===== config.mk =====
export PLATFORM = sky130hd
export DESIGN_NAME = dmem_ctrl
export DESIGN_NICKNAME = d
export VERILOG_FILES = /design/src/rtl/dmem_pkg.sv /design/src/rtl/dmem_lat_pipe.sv /design/src/rtl/dmem_ctrl.sv
export SDC_FILE = /design/constraint.sdc
export NUM_CORES = 2
export LEC_CHECK = 0
export BUFFER_PORTS_ARGS = -buffer_cell sky130_fd_sc_hd__buf_2
export CAP_MARGIN = 20
export CELL_PAD_IN_SITES_DETAIL_PLACEMENT = 1
export CELL_PAD_IN_SITES_GLOBAL_PLACEMENT = 1
export CORE_AREA = 2 2 372 374
export CTS_CLUSTER_SIZE = 40
export DETAILED_ROUTE_END_ITERATION = 12
export DIE_AREA = 0 0 374 376
export PLACE_DENSITY_LB_ADDON = 0.1
export SETUP_SLACK_MARGIN = 0.5
export SLEW_MARGIN = 25
export SYNTH_ARGS = -nofsm -noshare
export SYNTH_HDL_FRONTEND = slang
export SYNTH_SLANG_ARGS = --single-unit
export TNS_END_PERCENT = 10

===== constraint.sdc =====
create_clock -name clk -period 8.65 [get_ports clk]
set_input_delay 0.4325 -clock clk [delete_from_list [all_inputs] [get_ports clk]]
set_output_delay 0.4325 -clock clk [all_outputs]
set_load 0.01 [all_outputs]

===== src/rtl/dmem_pkg.sv =====
// Shared types and helpers for the parametrised data memory controller.
// Lane masks and load extension live here so the datapath can reuse them.
package dmem_pkg;

    typedef enum logic [1:0] {
        SZ_BYTE = 2'd0,
        SZ_HALF = 2'd1,
        SZ_WORD = 2'd2,
        SZ_BAD  = 2'd3
    } mem_size_t;

    typedef enum logic {
        CLEAR = 1'b0,
        READY = 1'b1
    } dmem_state_t;

    typedef struct packed {
        logic        valid;
        logic        err;
        logic [31:0] data;
    } lat_entry_t;

    function automatic logic [3:0] lane_mask(input mem_size_t size, input logic [1:0] lane);
        logic [3:0] m;
        case (size)
            SZ_BYTE: m = 4'b0001 << lane;
            SZ_HALF: m = lane[1] ? 4'b1100 : 4'b0011;
            SZ_WORD: m = 4'b1111;
            default: m = 4'b0000;
        endcase
        return m;
    endfunction

    function automatic logic [31:0] store_replicate(input mem_size_t size, input logic [31:0] wdata);
        logic [31:0] r;
        case (size)
            SZ_BYTE: r = {4{wdata[7:0]}};
            SZ_HALF: r = {2{wdata[15:0]}};
            default: r = wdata;
        endcase
        return r;
    endfunction

    // Shift the addressed lane down to bit 0, then extend to 32 bits.
    function automatic logic [31:0] load_extend(input logic [31:0] word, input mem_size_t size,
                                                input logic [1:0] lane, input logic is_unsigned);
        logic [31:0] sh;
        logic [31:0] r;
        sh = word >> {lane, 3'b000};
        case (size)
            SZ_BYTE: r = is_unsigned ? {24'd0, sh[7:0]} : {{24{sh[7]}}, sh[7:0]};
            SZ_HALF: r = is_unsigned ? {16'd0, sh[15:0]} : {{16{sh[15]}}, sh[15:0]};
            default: r = word;
        endcase
        return r;
    endfunction

endpackage


===== src/rtl/dmem_lat_pipe.sv =====
// Fixed-depth response delay line carrying {valid, err, data}.
// Synchronous active-low clear drops every in-flight response.
module dmem_lat_pipe
    import dmem_pkg::*;
#(
    parameter int unsigned RD_LAT = 1
) (
    input  logic       clk,
    input  logic       reset_n,
    input  lat_entry_t in_entry,
    output lat_entry_t out_entry
);

    lat_entry_t stage [RD_LAT];

    always_ff @(posedge clk) begin
        if (!reset_n) begin
            for (int unsigned i = 0; i < RD_LAT; i++) begin
                stage[i] <= '0;
            end
        end else begin
            stage[0] <= in_entry;
            for (int unsigned i = 1; i < RD_LAT; i++) begin
                stage[i] <= stage[i-1];
            end
        end
    end

    assign out_entry = stage[RD_LAT-1];

endmodule


===== src/rtl/dmem_ctrl.sv =====
// Configurable-depth data memory with byte/half/word access, error reporting,
// a post-reset clear sequencer and a fixed-latency in-order response path.
module dmem_ctrl
    import dmem_pkg::*;
#(
    parameter int unsigned DEPTH  = 64,
    parameter int unsigned RD_LAT = 1
) (
    input  logic        clk,
    input  logic        reset_n,
    input  logic        req_valid,
    output logic        req_ready,
    input  logic        req_write,
    input  logic [1:0]  req_size,
    input  logic        req_unsigned,
    input  logic [31:0] req_addr,
    input  logic [31:0] req_wdata,
    output logic        resp_valid,
    output logic [31:0] resp_data,
    output logic        resp_err
);

    localparam int unsigned AW = $clog2(DEPTH);

    logic [31:0]   ram [DEPTH-1:0];
    dmem_state_t   state;
    logic [AW-1:0] clr_cnt;

    mem_size_t     size;
    logic [AW-1:0] idx;
    logic          accept;
    logic          misaligned;
    logic          out_of_range;
    logic          err;
    logic          wr_en;
    logic [3:0]    mask;
    logic [31:0]   wrep;
    logic [31:0]   rd_word;
    lat_entry_t    pipe_in;
    lat_entry_t    pipe_out;

    assign size         = mem_size_t'(req_size);
    assign idx          = req_addr[AW+1:2];
    assign req_ready    = (state == READY);
    assign accept       = req_valid && req_ready;
    assign misaligned   = ((size == SZ_HALF) && req_addr[0]) ||
                          ((size == SZ_WORD) && (req_addr[1:0] != 2'b00));
    assign out_of_range = |req_addr[31:AW+2];
    assign err          = misaligned || out_of_range || (size == SZ_BAD);
    assign wr_en        = accept && !err && req_write;
    assign mask         = lane_mask(size, req_addr[1:0]);
    assign wrep         = store_replicate(size, req_wdata);
    assign rd_word      = ram[idx];

    always_ff @(posedge clk) begin
        if (!reset_n) begin
            state   <= CLEAR;
            clr_cnt <= '0;
        end else if (state == CLEAR) begin
            clr_cnt <= clr_cnt + AW'(1);
            if (clr_cnt == '1) begin
                state <= READY;
            end
        end
    end

    // Clear and request writes are mutually exclusive: requests are only accepted in READY.
    always_ff @(posedge clk) begin
        if (reset_n) begin
            if (state == CLEAR) begin
                ram[clr_cnt] <= '0;
            end else if (wr_en) begin
                for (int unsigned i = 0; i < 4; i++) begin
                    if (mask[i]) begin
                        ram[idx][8*i +: 8] <= wrep[8*i +: 8];
                    end
                end
            end
        end
    end

    always_comb begin
        pipe_in       = '0;
        pipe_in.valid = accept;
        pipe_in.err   = accept && err;
        if (accept && !err && !req_write) begin
            pipe_in.data = load_extend(rd_word, size, req_addr[1:0], req_unsigned);
        end
    end

    dmem_lat_pipe #(
        .RD_LAT (RD_LAT)
    ) u_lat_pipe (
        .clk       (clk),
        .reset_n   (reset_n),
        .in_entry  (pipe_in),
        .out_entry (pipe_out)
    );

    assign resp_valid = pipe_out.valid;
    assign resp_err   = pipe_out.err;
    assign resp_data  = pipe_out.data;

endmodule


Word-level counts from Yosys, hierarchy flattened. Memories as Yosys holds them, arrays and structs flattened. Cells that the tools add are included.

Word-level logic and storage cells: 67. Input bits: 71. Output and inout bits: 35. Memory bits (writable): 2082. Bits in registers: 7. Memories: 2.

Memory list: ram (depth 64, bits a word 32, rd ports 1, clocked after memory_dff 0, wr ports 1, RTL line dmem_ctrl.sv:25) `logic [31:0] ram [DEPTH-1:0];`; u_lat_pipe.stage (depth 1, bits a word 34, rd ports 1, clocked after memory_dff 0, wr ports 1, RTL line dmem_lat_pipe.sv:14) `lat_entry_t stage [RD_LAT];`.

Shift-type cells: 2. Add/sub/neg operators: 1. Multiplexer cells: 39. Reductions and logical operators: 17. Eq/ne operators: 4.

Operators with widths (number): two-way mux 32 bit (4); case mux 32 bit (2 select lines) (2); two-way mux 34 bit (1); OR reduction 34 bit (1); OR reduction 32 bit (1); right shift 32 x 5 -> 16 bit (1); two-way mux 1 bit (28); OR reduction 24 bit (1); case mux 4 bit (3 select lines) (1); two-way mux 4 bit (2); logical AND 1 bit (7); adder 6 x 1 -> 6 bit, second input constant (1); == test 6 bit, second input constant (1); two-way mux 6 bit (1); == test 2 bit, second input constant (2); left shift 1 x 2 -> 4 bit, first input constant (1); logical OR 1 bit (3); == test 2 x 1 -> 1 bit, second input constant (1); zero test 1 bit (2); zero test 2 bit (1); nonzero test 2 bit (1).

Logic depth before layout (Yosys ltp).
Depth after elaboration: 14. Mapped depth: 12. Gate-level depth less buffers: 7.

Modules after synthesis. A second synthesis with hierarchy kept.

Cell total of the unflattened synthesis: 3911. Area total of the unflattened synthesis: 82053.7 µm².

Modules (own cells, without submodules): dmem_ctrl (cells each 3840, sequential area each 61639.1 µm², area an instance 81102.8 µm², instances 1); dmem_lat_pipe (cells each 71, sequential area each 680.7 µm², area an instance 950.9 µm², instances 1).

Worst setup path after synthesis. OpenSTA, ideal clock, no wires.

Kind: input to register. From: in req_addr[29]. To: mem ram[0][10] (data pin). Arrival time: 3.723 ns. Stages: 8. Data required time: 8.102 ns. Path buffers: 3. Setup time: 0.548 ns. Setup slack: 4.379 ns. Cell sequence: nor4_1 nand4_1 nor4_4 nand3_2 buf_2 buf_6 clkbuf_1 a21oi_1.

Longest elaborated chain between the ends: 12. Elaborated cells on any way between the ends: 24. Classes of those cells: 17 x mux; 7 x reduce/logical.

RTL lines: start: declaration (RTL line dmem_ctrl.sv:16) `input logic [31:0] req_addr,`; OR reduction 24 bit (*) (RTL line dmem_ctrl.sv:48) `assign out_of_range = |req_addr[31:AW+2];`; logical OR 1 bit (*) (2 in series) (RTL line dmem_ctrl.sv:49) `assign err = misaligned || out_of_range || (size == SZ_BAD);`; zero test 1 bit (*) (RTL line dmem_ctrl.sv:50) `assign wr_en = accept && !err && req_write;`; logical AND 1 bit (*) (2 in series) (RTL line dmem_ctrl.sv:50); two-way mux 1 bit (RTL line dmem_ctrl.sv:72) `end else if (wr_en) begin`; two-way mux 1 bit (RTL line dmem_ctrl.sv:70) `if (state == CLEAR) begin`; two-way mux 1 bit (RTL line dmem_ctrl.sv:69) `if (reset_n) begin`; two-way mux 1 bit (implied by the code) (RTL line dmem_ctrl.sv:75) `ram[idx][8*i +: 8] <= wrep[8*i +: 8];`; OR reduction 32 bit (no source line) (*); two-way mux 32 bit (no source line) (*); end: declaration (RTL line dmem_ctrl.sv:25).

Mark *: on every way between the ends. The rest lies on a longest branch, timed or not.

Worst setup path in the final report.
From: in req_addr[0]. To: mem ram[22][12], enable pin.

Longest elaborated chain between the ends: 14. Elaborated cells on any way between the ends: 34. Classes of those cells: 1 x shift; 23 x mux; 10 x reduce/logical.

RTL lines: nonzero test 2 bit (RTL line dmem_ctrl.sv:47) `((size == SZ_WORD) && (req_addr[1:0] != 2'b00));`; logical AND 1 bit (RTL line dmem_ctrl.sv:47); logical OR 1 bit (RTL line dmem_ctrl.sv:46) `assign misaligned = ((size == SZ_HALF) && req_addr[0]) ||`; logical OR 1 bit (2 in series) (RTL line dmem_ctrl.sv:49); zero test 1 bit (RTL line dmem_ctrl.sv:50); logical AND 1 bit (2 in series) (RTL line dmem_ctrl.sv:50); two-way mux 1 bit (RTL line dmem_ctrl.sv:72); two-way mux 1 bit (RTL line dmem_ctrl.sv:70); two-way mux 1 bit (RTL line dmem_ctrl.sv:69); two-way mux 1 bit (implied by the code) (RTL line dmem_ctrl.sv:75); OR reduction 32 bit (no source line); two-way mux 6 bit (no source line) / two-way mux 4 bit (equally long branches).

Several ways; a longest one is shown, not always the timed one.

==> summary.md <==
| Metric | Value |
|---|---|
| Cell with the most instances after synthesis | edfxtp_1 |
| Worst Skew | 0.0401 ns |
| Via density | 6.98 |
| Non-Filler Instances | 5,934 |
| Yosys top cell area share | 75.3% |
| FP Rows | 136 |
| Largest family of logic cells by synthesized area | multiplexers |
| R2R depth | 6 |
| GRT overflow | 0 |
| Drt first pass iters | 5 |
| Sequential element share of the synthesized area | 76.3% |
| Clk_lat worst skew | 0.84 ns |
| Clock-pin slew on the worst setup and hold paths | 0.06 ns |
| RSZ-0062 raised after global routing | no |
| Worst Path Max Fanout | 23 |
| Post-Route WL | 228,000 µm |
| Via Count | 41,400 |
| Max-Cap Viols | 0 |
| Hold Slack | 0.176 ns |
| Root Driver | clkbuf_16 |
| Slew Limit Fails | 0 |
| Initial DRC count | 4,982 |
| Register Area | 62,300 µm² |
| Slew HR | 24.3% |
| Worst-margin pin slew | 1.14 ns |
| Syn Area/Cell | 21.3 µm² |
| Post-synthesis mux area share | 16.6% |
| Post-place setup slack | 2.85 ns |
| Cell area power density | 229 nW/µm² |
| CTS buffer count | 202 |
| FMAX | 0.217 GHz |
| DRT antenna net count | 0 |
| Die area | 141,000 µm² |
| Initial core utilization | 59.8% |
| IO buf count | 105 |
| Crit start category | input pin |
| Share of cells above drive strength 1 | 30.2% |
| Seq cells post-synth | 2,089 |
| Initial antenna violation count | 13 |
| CTS tree | built |
| Asr flop ratio synth | 0% |
| Die extent in x | 374 µm |
| HP Class | input pin to flip-flop |
| Compound-Gate Fraction of Synth Area | 2.57% |
| Layout Nets | 4,036 |
| Final WS setup | 4.04 ns |
| Post-DP HPWL | 139,000 µm |
| Num Clock Sinks | 2,089 |
| CTS-repair resized insts | 0 |
| Multi-input gate area | 18,900 µm² |
| Status | complete, no violations |
| Cell accounting for the most synthesized area | edfxtp_1 |
| CP arrival | 5.07 ns |
| H-Tree Depth | 4 |
| CTS Buffer Depth | 3 |
| Synth-to-Final Area Change | 12.4% |
| Req. time, crit path | 9.10 ns |
| Area contributors post-synth | edfxtp_1, mux4_2, mux2i_1 |
| CP Capture Type | flip-flop |
| First-pass GRT wire length | 327,000 µm |
| Cells on Worst Hold Path | 2 |
| Synth Flop Type | edfxtp_1 |
| Dpl cells | 5,550 |
| Cell area after synthesis | 81,700 µm² |
| WL met1 | 87,300 µm |
| Total GRT Usage | 33.1% |
| Commonest cells post-synth | edfxtp_1, mux4_2, nor2_1 |
| Post-synthesis simple-gate area fraction | 2.84% |
| Die Height | 376 µm |
| XOR/XNOR Fraction of Synth Area | 0.0429% |
| Final period util | 53.4% |
| Syn Inst Count | 3,827 |
| Drt wl/cell | 38.4 µm |
| Netlist cell types | 61 |
| Setup CP Type | input pin to flip-flop |
| Final hold vios | 0 |
| Static leakage | 23.8 nW |
| Post-Synth Adder-Cell Area | 0.0153% |
| Routed wl met3 | 22,200 µm |
| Uppermost routed layer | met5 |
| Setup-failing EPs final | 0 |
| DRC viols | 0 |
| Final core utilization | 67.2% |
| Fillcell total | 10,600 |
| Max VDD drop | 0.000194 V |
| Setup_tns | 0 ns |
| Number of enable flip-flop cells after synthesis | 2,048 |
| Core area | 137,000 µm² |
| I/O pin count | 106 |
| GP Congestion | 0.925 |
| Post-synthesis net count | 3,899 |
| Largest net degree at the start of global routing | 103 |
| Synth Warn # | 0 |
| Final min period | 4.61 ns |
| Metal2 WL | 110,000 µm |
| Vias in the first global route | 43,200 |
==> state kept, by name, indices dropped and copies added, names as in the netlist <==
name,cells
u_lat_pipe.stage,34
ram,2048
clr_cnt,6
req_ready,1
==> repair_timing <==
action                                 CTS  global route
setup endpoints to repair                0             0
setup buffers                            0             0
endpoints found under the hold margin    7             0
hold buffers                             1             0
==> final timing paths <==
kind	from	to	slack [ns]
setup / recovery	req_addr[0]	ram[22][12]	4.04
hold reg to reg	clr_cnt[5]	clr_cnt[5]	0.64
setup reg to reg	req_ready	ram[22][12]	4.23
hold / removal	req_valid	u_lat_pipe.stage[0][33]	0.18
==> final cells by class <==
type / instances / share of cell area [%]
clock buffers: 249 / 5.94
clock inverters: 130 / 1.63
repair buffers: 201 / 1.46
well taps: 1794 / 2.45
diodes: 1 / 0.00273
flip-flops and latches: 2089 / 67.9
multi-input cells: 1457 / 20.6
inverters: 13 / 0.0559
==> critical path, stage by stage <==
cell and delay [ns]:
buf_2 0.22, nor2_1 0.72, o31ai_1 0.22, nor4_4 0.35
nand3_4 0.47, mux2i_1 0.71, nand3_2 0.74, buf_4 0.53
nor2_1 0.66
==> cells in the final DEF, fill, tap and decap left out, drive strengths merged, types with 16 or more instances in the layout <==
master    Yosys  final
clkbuf      141    249
o211ai       26     26
nand3        19     19
a21oi        95     95
nand2        54     54
edfxtp     2048   2048
bufinv        0     31
clkinv        0     76
nor4         21     21
o22ai        16     16
dfxtp        41     41
a22oi       134    134
inv          13     19
nor3        107    107
clkinvlp      0     17
or3          26     26
mux4        550    550
nor2        201    201
buf         127    200
mux2i       104    104
==> per-layer routing <==
metal	GRT usage, %	vias up
met2	51.5	2422
met5	0	-
met3	8.19	426
met1	46.3	22200
met4	12.1	21
li1	-	16300
==> power by group <==
group / switching (mW) / internal, mW
logic: 0.505 / 0.241
registers: 0.0163 / 11.0
clock network: 3.83 / 5.41
==> cells by family (layout without fill, tap and decap cells) <==
kind of cell	Yosys count	in the layout
flip-flops	2089	2089
multiplexers	661	661
AND/OR/NAND/NOR	478	478
AO/OA/AOI/OAI	313	313
buffers and inverters	281	593
XOR/XNOR	4	4
adder cells (fa/ha/maj)	1	1
other	0	1
==> through the flow <==
| step | power [mW] | area, µm² |
|---|---|---|
| floorplan | 11.6 | 81700 |
| finish | 21.0 | 91800 |
| CTS | 21.0 | 91300 |
| global route | 21.4 | 91800 |
| detailed placement | 11.9 | 84400 |
| global placement | 11.9 | 84300 |
(Power assumes the default switching activity.)
